**src/rtl/pipe_hazard_ctrl.sv**
```systemverilog
// Pipeline sequencing controller: PC / IF/ID / ID/EXE / EXE/MEM enables, flush and bubble
// for load-use stalls, taken-branch flushes and data-memory waits, plus a stall counter.
module pipe_hazard_ctrl #(
  parameter int ASIZE    = 3,
  parameter int LOAD_LAT = 1
) (
  input  logic             clk,
  input  logic             rst,
  input  logic [ASIZE-1:0] id_rs1_addr,
  input  logic [ASIZE-1:0] id_rs2_addr,
  input  logic             id_uses_rs2,
  input  logic             ex_mem_read,
  input  logic [ASIZE-1:0] ex_waddr,
  input  logic             ex_branch_taken,
  input  logic             mem_req,
  input  logic             mem_ready,
  output logic             pc_en,
  output logic             ifid_en,
  output logic             ifid_flush,
  output logic             idex_en,
  output logic             idex_bubble,
  output logic             exmem_en,
  output logic [1:0]       state,
  output logic [15:0]      stall_cycles
);

  typedef enum logic [1:0] {
    RUN      = 2'd0,
    LU_STALL = 2'd1,
    MEM_WAIT = 2'd2
  } state_t;

  localparam logic [3:0] LU_CNT_INIT = (LOAD_LAT > 1) ? 4'(LOAD_LAT - 2) : 4'd0;

  state_t      state_q, state_d;
  state_t      ret_q, ret_d;
  state_t      eval_state;
  logic [3:0]  cnt_q, cnt_d;
  logic [15:0] stall_q;
  logic        lu, mw;

  assign lu = ex_mem_read && (ex_waddr != '0) &&
              ((ex_waddr == id_rs1_addr) || (id_uses_rs2 && (ex_waddr == id_rs2_addr)));
  assign mw = mem_req && !mem_ready;

  // MEM_WAIT resumes by evaluating the saved state as if it were current.
  assign eval_state = (state_q == MEM_WAIT) ? ret_q : state_q;

  always_comb begin
    pc_en       = 1'b0;
    ifid_en     = 1'b0;
    ifid_flush  = 1'b0;
    idex_en     = 1'b0;
    idex_bubble = 1'b0;
    exmem_en    = 1'b0;
    state_d     = state_q;
    ret_d       = ret_q;
    cnt_d       = cnt_q;
    if (rst) begin
      ifid_flush  = 1'b1;
      idex_bubble = 1'b1;
      state_d     = RUN;
      ret_d       = RUN;
      cnt_d       = '0;
    end else if (mw) begin
      if (state_q != MEM_WAIT) begin
        ret_d   = state_q;
        state_d = MEM_WAIT;
      end
    end else begin
      case (eval_state)
        LU_STALL: begin
          ifid_flush  = 1'b0;
          idex_en     = 1'b1;
          idex_bubble = 1'b1;
          exmem_en    = 1'b1;
          if (cnt_q == '0) begin
            state_d = RUN;
          end else begin
            cnt_d   = cnt_q - 4'd1;
            state_d = LU_STALL;
          end
        end
        default: begin
          state_d = RUN;
          if (ex_branch_taken) begin
            pc_en       = 1'b1;
            ifid_en     = 1'b1;
            ifid_flush  = 1'b1;
            idex_en     = 1'b1;
            idex_bubble = 1'b1;
            exmem_en    = 1'b1;
          end else if (lu) begin
            idex_en     = 1'b1;
            idex_bubble = 1'b1;
            exmem_en    = 1'b1;
            if (LOAD_LAT > 1) begin
              cnt_d   = LU_CNT_INIT;
              state_d = LU_STALL;
            end
          end else begin
            pc_en    = 1'b1;
            ifid_en  = 1'b1;
            idex_en  = 1'b1;
            exmem_en = 1'b1;
          end
        end
      endcase
    end
  end

  always_ff @(posedge clk) begin
    if (rst) begin
      state_q <= RUN;
      ret_q   <= RUN;
      cnt_q   <= '0;
      stall_q <= '0;
    end else begin
      state_q <= state_d;
      ret_q   <= ret_d;
      cnt_q   <= cnt_d;
      if (!pc_en && (stall_q != '1))
        stall_q <= stall_q + 16'd1;
    end
  end

  assign state        = state_q;
  assign stall_cycles = stall_q;

endmodule

```
**config.mk**
```make
export PLATFORM = sky130hd
export DESIGN_NAME = pipe_hazard_ctrl
export DESIGN_NICKNAME = d
export VERILOG_FILES = /design/src/rtl/pipe_hazard_ctrl.sv
export SDC_FILE = /design/constraint.sdc
export NUM_CORES = 1
export LEC_CHECK = 0
export CORE_UTILIZATION = 40
export DETAILED_ROUTE_END_ITERATION = 10
export PLACE_DENSITY = 0.69
export SYNTH_ARGS = -nofsm -noshare
export SYNTH_HDL_FRONTEND = slang
export SYNTH_SLANG_ARGS = --single-unit
```
**constraint.sdc**
```tcl
create_clock -name clk -period 2.2 [get_ports clk]
set_clock_uncertainty 0.2 [all_clocks]
set_input_delay 0.66 -clock clk [delete_from_list [all_inputs] [get_ports clk]]
set_output_delay 0.66 -clock clk [all_outputs]
set_load 0.02 [all_outputs]
```
## Word-level counts from Yosys, hierarchy flattened

Index checks and enable logic that the tools add are counted.

- Multiplexer cells: 21
- Bitwise gates (word level): 2
- Reduce and logical (&&, ||, !) cells: 12
- Equality and inequality tests: 7
- $add $sub $neg: 2

Operators with widths:

| operator | count |
|---|---|
| 1-bit 2-to-1 mux | 17 |
| 16-bit by 1-bit adder with 16-bit output (second input constant) | 1 |
| 16-bit != test (second input constant) | 1 |
| 2-bit 2-to-1 mux | 4 |
| 3-bit equality test | 2 |
| 1-bit logical AND | 5 |
| 4-bit logical NOT | 1 |
| 4-bit by 1-bit subtractor with 4-bit output (second input constant) | 1 |
| 3-bit AND reduction | 1 |
| 3-bit nonzero test | 1 |
| 2-bit by 1-bit equality test with 1-bit output (second input constant) | 1 |
| 2-bit equality test (second input constant) | 1 |
| 1-bit logical NOT | 2 |
| 2-bit by 1-bit != test with 1-bit output (second input constant) | 1 |
| 2-bit != test (second input constant) | 1 |
| 1-bit NOT | 2 |
| 2-bit AND reduction | 1 |
| 1-bit logical OR | 1 |

- Output and inout bits: 24
- Register bits after elaboration: 24
- Word-level logic and storage cells: 48
- Input bits: 16

## Longest topological paths before layout

Gate-level depths: netlist of run 1.

- Word-level depth: 11
- Depth in mapped cells: 9
- Mapped depth without buffers: 7

## Worst setup path before layout of run 1

Ideal clock, no wire load.

- Path kind: input port to output port
- Start point: input mem_ready
- End point: output pc_en
- Arrival: 1.943 ns
- Path slack: -0.603 ns
- Stages on the path: 6
- Required time: 1.340 ns
- Buffers on the path: 1
- Cell sequence: and2b_1 > nor2_1 > and2_1 > nand2_1 > inv_1 > buf_4

- Cells in the longest elaborated chain, start to end: 4

RTL lines:

| what | RTL line | source |
|---|---|---|
| start: declaration | 16 | `input logic mem_ready,` |
| 1-bit logical NOT | 44 | `assign mw = mem_req && !mem_ready;` |
| 1-bit logical AND | 44 |  |
| 1-bit 2-to-1 mux (2 in a row) | -- |  |
| end: declaration | 17 | `output logic pc_en,` |

Every way passes these cells.

## Final worst setup path of run 1

- Start point: input id_rs1_addr[1]
- End point: output pc_en

- Cells in the longest elaborated chain, start to end: 8

RTL lines:

| what | RTL line | source |
|---|---|---|
| start: declaration | 9 | `input logic [ASIZE-1:0] id_rs1_addr,` |
| 3-bit equality test | 43 | `((ex_waddr == id_rs1_addr) \|\| (id_uses_rs2 && (ex_waddr == id_rs2_addr)));` |
| 1-bit logical OR | 43 |  |
| 1-bit logical AND | 42 | `assign lu = ex_mem_read && (ex_waddr != '0) &&` |
| 1-bit 2-to-1 mux | 93 | `end else if (lu) begin` |
| 1-bit 2-to-1 mux | 86 | `if (ex_branch_taken) begin` |
| 1-bit 2-to-1 mux | 71 | `case (eval_state)` |
| 1-bit 2-to-1 mux | 65 | `end else if (mw) begin` |
| 1-bit 2-to-1 mux | 59 | `if (rst) begin` |

Every way passes these cells.

==> results of run 1 <==
-- worst min path at each step --
stage / start / to / slack [ns] / cells after the start
2_1_floorplan: ret_q[0] / ret_q[0] / 0.25 / 2
3_3_place_gp: ret_q[0] / ret_q[0] / 0.26 / 2
3_5_place_dp: ret_q[0] / ret_q[0] / 0.27 / 2
4_1_cts: ret_q[0] / ret_q[0] / 0.29 / 2
5_1_grt: ret_q[0] / ret_q[0] / 0.33 / 2
6_report: ret_q[0] / ret_q[0] / 0.30 / 2
-- stage by stage --
step / TNS [ns] / utilization (%)
5_1_grt: -3.89 / 75.6
2_1_floorplan: -1.76 / -
3_3_place_gp: -19.64 / 67.1
3_5_place_dp: -21.14 / 67.1
4_1_cts: -1.88 / 70.6
6_report: -3.22 / 75.6
-- cells by family (layout without fill, tap and decap cells) --
kind of cell / after synthesis / count (layout) / share of synthesized area [%]
DFF: 24 / 24 / 38.4
buffers and inverters: 14 / 84 / 5.49
and+or+nand+nor: 61 / 61 / 25.6
adders and majority gates: 2 / 2 / 2.00
AOI/OAI and AO/OA: 36 / 37 / 18.5
xor gates and xnor gates: 12 / 12 / 8.39
muxes: 2 / 2 / 1.70
-- routing by layer --
layer | up-vias | global-route usage [%] | share of wire (%)
met5 | - | 0 | 0
met4 | 0 | 3.40 | 0.88
met3 | 4 | 4.91 | 4.6
met2 | 40 | 37.8 | 53
met1 | 659 | 26.3 | 42
li1 | 689 | - | -
-- cell usage after synthesis, drive strengths merged, types with 2 or more instances --
library cell / count / area (sq um)
nor3: 4 / 20.0
and3: 2 / 12.5
nand3: 6 / 30.0
xnor2: 9 / 78.8
o31ai: 4 / 30.0
clkbuf: 2 / 7.51
nand2: 10 / 37.5
or3: 5 / 31.3
nor2: 16 / 60.1
a211oi: 4 / 30.0
xor2: 3 / 26.3
inv: 7 / 26.3
o21ai: 6 / 30.0
nand4: 3 / 18.8
nor2b: 2 / 12.5
a21oi: 14 / 70.1
ha: 2 / 25.0
or4: 3 / 22.5
dfxtp: 24 / 480
nor4bb: 2 / 20.0
a2111oi: 2 / 23.8
buf: 5 / 35.0
or2: 2 / 12.5
-- layout make-up --
cell class | instances | share of cell area [%]
Clock buffer | 4 | 1.68
Inverter | 7 | 1.45
Multi-Input combinational cell | 114 | 43.9
Sequential cell | 24 | 22.5
Tap cell | 31 | 1.80
Timing Repair Buffer | 73 | 28.6
-- power breakdown --
group | internal, mW | leakage, nW | total (mW) | switching (mW)
clock | 0.101 | 0.0210 | 0.238 | 0.137
combinational | 0.107 | 0.685 | 0.205 | 0.0980
sequential | 0.442 | 0.196 | 0.446 | 0.00371
-- worst min-delay path: stages (launching register included) --
cell     delay, ns
dfxtp_1       0.33
o21ai_0       0.07
a21oi_1       0.06
-- flip-flops by register name (all words and copies together) (netlist names) --
signal	cells
stall_cycles	16
cnt_q	4
ret_q	2
state	2
-- repair_timing --
item                       CTS  global route
setup endpoints to repair   39            20
gates resized for setup    122            26
cloned                       1             0
pin swaps                   15             8
setup buffers                2             2
==> metrics, run 1 <==
register area=485 sq um; Fin. Hold Viols=0; die footprint=0.00336 sq mm; RR Startpoint=stall_cycles[0]; Setup violations, final=18; Post-synth EDFFs=0; wire per inst=14.0 um; critical path class=input pin to output port; Setup WS pre-CTS=-1.18 ns; Slowest-stage cell, CP=a211o_1; initial cell density of the core=43.9%; Sink Count=24; router iterations before antenna repair=8; Post-CTS Hold Fix Bufs=0; initial antenna violation count=0; fin crit share=113%; clock slew at reported path FFs=0.13 ns; Filler cells=229; CP arrival=1.63 ns; Critical Path RT=1.34 ns; Overall Power=0.890 mW; Std-Cell Rows=19; CP endpoint kind=output port; pwr dens=413 mW/mm^2; Bufs on Longest Clock Path=2; Area after DPL=0.00191 sq mm; RSZ-0062 raised after global routing=yes; Async S/R FF share, synth=0%; Max VDD drop=0.000505 V; dpl hpwl=2380 um; flop and latch count out of synthesis=24; startpoint types=input pin; number of buffer cells added on primary ports=39; final worst setup slack=-0.290 ns; Main synth FF type=dfxtp_1; count of cell types in the netlist=41; Buf/Inv on CP=3; via count=1,392; die width=58.0 um; Syn Nets=169; FF-to-FF setup slack=-0.06 ns; syn avg cell area=8.29 sq um; area delta synth->final=72.1%; CP max FO=3; Warnings, synthesis=0; Reg-to-Reg End=stall_cycles[15]; Post-DRT Antenna Nets=0; Crit path depth=7; multi-input combinational cell area=947 sq um; CTS buffer count=3; clock root cell=clkbuf_4; CTS tree=built; fmax=402 MHz; CP max stage delay=0.35 ns; Hold Crit Class=flip-flop to flip-flop; crit path time final=2.49 ns; commonest non-fill, non-tap cell in the layout=buf_4; clk_lat worst skew=0.32 ns; Worst path top cell family by delay=compound AO/OA/AOI/OAI gates; IO Count=40; Netlist Area Pre-Place=0.00125 sq mm; Final Instance Area=0.00216 sq mm; # nets final=241; GRT Util Overall=21.1%; Vias/cell=5.50; routed wire length=3540 um; largest net degree at the start of global routing=16; DRT iter0 DRCs=61; Max Slew Vio Count=0; Slew HR=73.3%; Critical Path Sink=pc_en; Tightest Pin Transition=0.399 ns; CORE AREA=0.00285 sq mm; crit path from=id_rs1_addr[1]; Leak Pwr=0.901 nW; reg2reg path depth=8; n_diodes=0; failing checks=DRC, setup timing; CP cell instances=buf_2, xnor2_2, nand3_2, a211o_1, nand2_4, inv_6, buf_6; non-filler cells, final=253; DIE HEIGHT=58.0 um; worst hold slack=0.295 ns; run status=finished with violations; sequential area share after synthesis=38.4%; # DRC=2; gr ovfl total=0; Cells after Synth=151; number of placed cells counting well taps=244; H-tree levels=1; # Max-Cap Violations=0; vias in the first global route=1,364; RePlAce Congestion=0.831; commonest non-fill, non-tap cells in the layout=buf_4, dfxtp_1, dlygate4sd2_1; layout cell share with drive strength beyond 1=44.6%; first-pass GRT wire length=5620 um
(Power assumes the default switching activity.)
==> run 2: changes to the inputs <==
- PLACE_DENSITY: 0.69 -> 0.67
- clock period: 2.2 -> 2.7 ns (I/O delays scaled with it)
==> run 2 against run 1 <==
Compared with the run above: the flow still finishes with violations (DRC, setup timing); combinational power is 26% lower; critical path depth did not move; clock power fell by 36%; critical endpoint is now ifid_en; power decreased by 25%.
==> metrics, run 2 (synthesis results as in run 1) <==
run status=finished with violations; failing checks=DRC, setup timing; fin crit share=103%; Final Instance Area=0.00190 sq mm (-12%); Leak Pwr=0.694 nW (-23%); CP cell instances=buf_6, xnor2_2, nand3_1, a211o_1, nand2_4, inv_6, buf_6; largest net degree at the start of global routing=23 (+7); IO Count=40 (unchanged); Setup violations, final=3 (-15); # Max-Cap Violations=0 (unchanged); initial cell density of the core=43.9% (unchanged); gr ovfl total=0 (unchanged); Critical Path RT=1.69 ns (+0.35 ns); Finished Core Util=66.6% (-9.0 points); GRT Util Overall=20.4% (-0.74 points); clock slew at reported path FFs=0.12 ns (about the same); final worst setup slack=-0.0774 ns (+0.213 ns); Slew HR=75.8% (+2.4 points); Filler cells=240 (+4.8%); CP endpoint kind=output port; Max Slew Vio Count=0 (unchanged); clk_lat worst skew=0.30 ns (-0.02 ns); routed wire length=3170 um (-10%); worst hold slack=0.302 ns (+0.00697 ns); DIE HEIGHT=58.0 um (unchanged); Bufs on Longest Clock Path=2 (unchanged); vias in the first global route=1,212 (-11%); number of buffer cells added on primary ports=39 (unchanged); Worst path top cell family by delay=compound AO/OA/AOI/OAI gates; CTS buffer count=3 (unchanged); Vias/cell=5.50 (about the same); clock root cell=clkbuf_4; RSZ-0062 raised after global routing=yes; crit path time final=2.78 ns; commonest non-fill, non-tap cells in the layout=dfxtp_1, buf_4, clkdlybuf4s50_1; router iterations before antenna repair=7 (-1); Setup WS pre-CTS=-0.945 ns (+0.235 ns); non-filler cells, final=238 (-5.9%); Area after DPL=0.00181 sq mm (-5.6%); fmax=360 MHz; setup_tns=-0.164 ns (+3.06 ns); layout cell share with drive strength beyond 1=27.5% (-17 points); Fin. Hold Viols=0 (unchanged); most frequent cell on the critical path=buf_6; startpoint types=input pin; via count=1,309 (-6.0%); n_diodes=0 (unchanged); CP arrival=1.77 ns (+0.14 ns); multi-input combinational cell area=786 sq um (-17%); die footprint=0.00336 sq mm (unchanged); Tightest Pin Transition=0.363 ns (-0.0358 ns); Overall Power=0.667 mW (-25%); CORE AREA=0.00285 sq mm (unchanged); wire per inst=13.3 um (-4.7%); # DRC=2 (unchanged); die width=58.0 um (unchanged); register area=480 sq um (-1.0%); dpl hpwl=2310 um (-2.8%); CTS tree=built; pwr dens=351 mW/mm^2 (-15%); # nets final=227 (-5.8%); Std-Cell Rows=19 (unchanged); Post-DRT Antenna Nets=0 (unchanged); CP max FO=3 (unchanged); first-pass GRT wire length=5360 um (-4.7%); initial antenna violation count=0 (unchanged); DRT iter0 DRCs=42 (-31%); RePlAce Congestion=0.825 (-0.72%); Sink Count=24 (unchanged); max reg flops=16 (unchanged); CP max stage delay=0.35 ns (about the same); critical path class=input pin to output port; Slowest-stage cell, CP=a211o_1; commonest non-fill, non-tap cell in the layout=dfxtp_1; Hold Crit Class=flip-flop to flip-flop; number of placed cells counting well taps=233 (-4.5%); Max VDD drop=0.000277 V (-45%); Buf/Inv on CP=3 (unchanged); area delta synth->final=51.6%; H-tree levels=1 (unchanged)
## run 2: changes by cell type in the layout (fill, tap and decap cells not counted), sizes merged
| cell | change |
|---|---|
| a21o | -1 |
| buf | -15 |
| clkbuf | -1 |
| clkdlybuf4s15 | -1 |
| clkdlybuf4s50 | +18 |
| dlygate4sd2 | -14 |
| dlymetal6s2s | -1 |
## run 2: worst paths after layout
kind	from	end	slack [ns]	depth (start not counted)
max	id_rs1_addr[1]	ifid_en	-0.08	7
min	ret_q[0]	ret_q[0]	0.30	2
max reg2reg	stall_cycles[1]	stall_cycles[1]	0.37	9
min reg2reg	ret_q[0]	ret_q[0]	0.30	2
## run 2: per-layer routing
layer	up-vias	share of wire [%]	track usage, %
met5	-	0	0
met4	0	1.8	8.16
met3	6	3.4	4.24
met2	28	50	34.3
met1	624	45	25.5
li1	651	-	-
## run 2: power breakdown
part / switching [mW] / internal, mW / total, mW / leakage (nW)
clock: 0.0994 / 0.0521 / 0.152 / 0.0138
combinational: 0.0699 / 0.0809 / 0.151 / 0.486
sequential: 0.00520 / 0.360 / 0.365 / 0.194
total: 0.175 / 0.493 / 0.667 / 0.694
## run 2: worst register-to-register path, stage by stage (launching register included)
cell and delay, ns:
dfxtp_1 0.42, ha_1 0.19, nand3_1 0.11, nor4_1 0.36, and3_1 0.29, a21o_4 0.18
buf_4 0.14, buf_4 0.12, mux2i_1 0.17, nor2_1 0.05
## run 2: cell type report
type | instances | area share [%]
Tap cell | 31 | 2.04
Multi-Input combinational cell | 113 | 41.4
Inverter | 7 | 1.65
Sequential cell | 24 | 25.3
Timing Repair Buffer | 60 | 28.5
Clock buffer | 3 | 1.19
## run 2: repair_timing
item | 4_1_cts | 5_1_grt
pin swaps | 15 | 2
setup endpoints to repair | 20 | 12
gates resized for setup | 90 | 4
hold buffers | 0 | 0
buffers inserted | 2 | 0
==> run 3: changes to the inputs <==
- CAP_MARGIN: not set -> 10
- CORE_MARGIN: not set -> 3
- CTS_CLUSTER_SIZE: not set -> 28
==> run 3 against run 2 <==
Compared with the run above: routed wire length increased by 4.7%; the run ends with setup timing left; hold slack got worse by 0.021 ns; clock power increased by 3%; register-to-register slack improved by 0.04 ns; sequential share of layout area decreased by 0.35 points; sequential power about the same; die area increased by 14%; first-iteration DRC count increased by 55%.
==> metrics, run 3 (synthesis results as in run 1) <==
clock root cell=clkbuf_4; top sig layer=met4; Max VDD drop=0.000293 V (+5.9%); Leak Pwr=0.691 nW (-0.34%); router iterations before antenna repair=4 (-3); M1 wire length=1530 um (+6.8%); Critical Path RT=1.69 ns (about the same); wire per inst=13.5 um (+1.3%); multi-input combinational cell area=815 sq um (+3.7%); GRT Util Overall=18.4% (-2.0 points); dpl hpwl=2410 um (+4.1%); failing checks=setup timing; # nets final=224 (-1.3%); die width=62.0 um (+6.9%); Tightest Pin Transition=0.403 ns (+0.0401 ns); run status=finished with violations; Hold Crit Class=flip-flop to flip-flop; # Max-Cap Violations=0 (unchanged); vias in the first global route=1,219 (+0.58%); final worst setup slack=-0.0968 ns (-0.0194 ns); most frequent cell on the critical path=buf_6; Slew HR=72.4% (-3.4 points); DRT iter0 DRCs=65 (+55%); Final Instance Area=0.00193 sq mm (+1.4%); Post-CTS Hold Fix Bufs=0 (unchanged); CP max stage delay=0.36 ns (about the same); IO Count=40 (unchanged); crit path from=id_rs2_addr[2]; CP endpoint kind=output port; Fin. Hold Viols=0 (unchanged); RePlAce Congestion=0.856 (+3.8%); gr ovfl total=0 (unchanged); Filler cells=236 (-1.7%); die footprint=0.00384 sq mm (+14%); RR Startpoint=stall_cycles[1]; commonest non-fill, non-tap cell in the layout=dfxtp_1; CP arrival=1.79 ns (+0.02 ns); Buf/Inv on CP=3 (unchanged); Slowest-stage cell, CP=a211o_1; clock slew at reported path FFs=0.12 ns (about the same); initial antenna violation count=0 (unchanged); largest net degree at the start of global routing=19 (-17%); CORE AREA=0.00288 sq mm (+0.83%); startpoint types=input pin; routed wire length=3320 um (+4.7%); layout cell share with drive strength beyond 1=27.9% (+0.40 points); register area=480 sq um (unchanged); CP cell instances=buf_6, xnor2_2, nand4_1, a211o_1, nand2_4, inv_6, buf_6; critical path class=input pin to output port; CP max FO=3 (unchanged); clk_lat worst skew=0.32 ns (+0.02 ns); first-pass GRT wire length=5260 um (-1.8%); Std-Cell Rows=19 (unchanged); met3 WL=95 um (-13%); Bufs on Longest Clock Path=2 (unchanged); Max Slew Vio Count=0 (unchanged); Setup violations, final=3 (unchanged); Vias/cell=5.28 (-3.9%); Sink Count=24 (unchanged); HP Start=ret_q[0]; CTS buffer count=3 (unchanged); crit path time final=2.80 ns (+0.0194 ns); n_diodes=0 (unchanged); CTS tree=built; max reg flops=16 (unchanged); number of buffer cells added on primary ports=39 (unchanged); H-tree levels=1 (unchanged); Worst path top cell family by delay=compound AO/OA/AOI/OAI gates; RSZ-0062 raised after global routing=yes; DIE HEIGHT=62.0 um (+6.9%); via count=1,300 (-0.69%); Post-DRT Antenna Nets=0 (unchanged); commonest non-fill, non-tap cells in the layout=dfxtp_1, buf_4, clkdlybuf4s50_1; initial cell density of the core=43.5% (-0.36 points); worst hold slack=0.281 ns (-0.0211 ns); fmax=358 MHz (-0.69%); Finished Core Util=66.9% (+0.36 points); WL met2=1650 um (+4.8%); Area after DPL=0.00179 sq mm (-0.90%); pwr dens=351 mW/mm^2 (about the same); Setup WS pre-CTS=-0.968 ns (-0.0233 ns); area delta synth->final=53.7%; fin crit share=104% (+0.72 points); # DRC=0 (-2)
## run 3: cell type report
cell class	instances	area share [%]
clock buffer	3	1.17
inverter	7	1.62
multi-input combinational	113	42.3
sequential	24	25.0
tap	42	2.73
timing repair buffer	57	27.2
## run 3: repair_timing
item / 4_1_cts / 5_1_grt
pin swaps: 13 / 5
endpoints found under the hold margin: 0 / 0
setup endpoints to repair: 20 / 10
gates resized for setup: 91 / 11
setup buffers: 1 / 2
## run 3: path summary, 6_finish.rpt
| kind | end | slack, ns | cells after the start |
|---|---|---|---|
| setup / recovery | ifid_en | -0.1 | 7 |
| hold / removal | ret_q[0] | 0.28 | 2 |
| setup reg to reg | stall_cycles[1] | 0.41 | 8 |
| hold reg to reg | ret_q[0] | 0.28 | 2 |
## run 3: report_power, final
part           internal, mW  switching (mW)
logic                0.0813          0.0730
clock network        0.0523           0.104
registers             0.360         0.00537
total                 0.493           0.183
## run 3: per-layer routing
metal	GRT usage [%]	vias to the layer above
met2	32.1	24
met3	3.72	5
met5	0	-
met1	22.4	620
met4	6.36	0
li1	-	651
## run 3: per-stage QoR
stage	cells	setup TNS (ns)	power [mW]
floorplan	151	-0.0240	0.442
global placement	240	-11.77	0.505
detailed placement	240	-13.27	0.510
CTS	244	-0.208	0.673
global route	246	-0.442	0.710
finish	246	-0.213	0.676
## run 3: worst min-delay path: stages (launching register included)
cell	delay [ns]
dfxtp_1	0.32
o21ai_0	0.06
a21oi_1	0.06
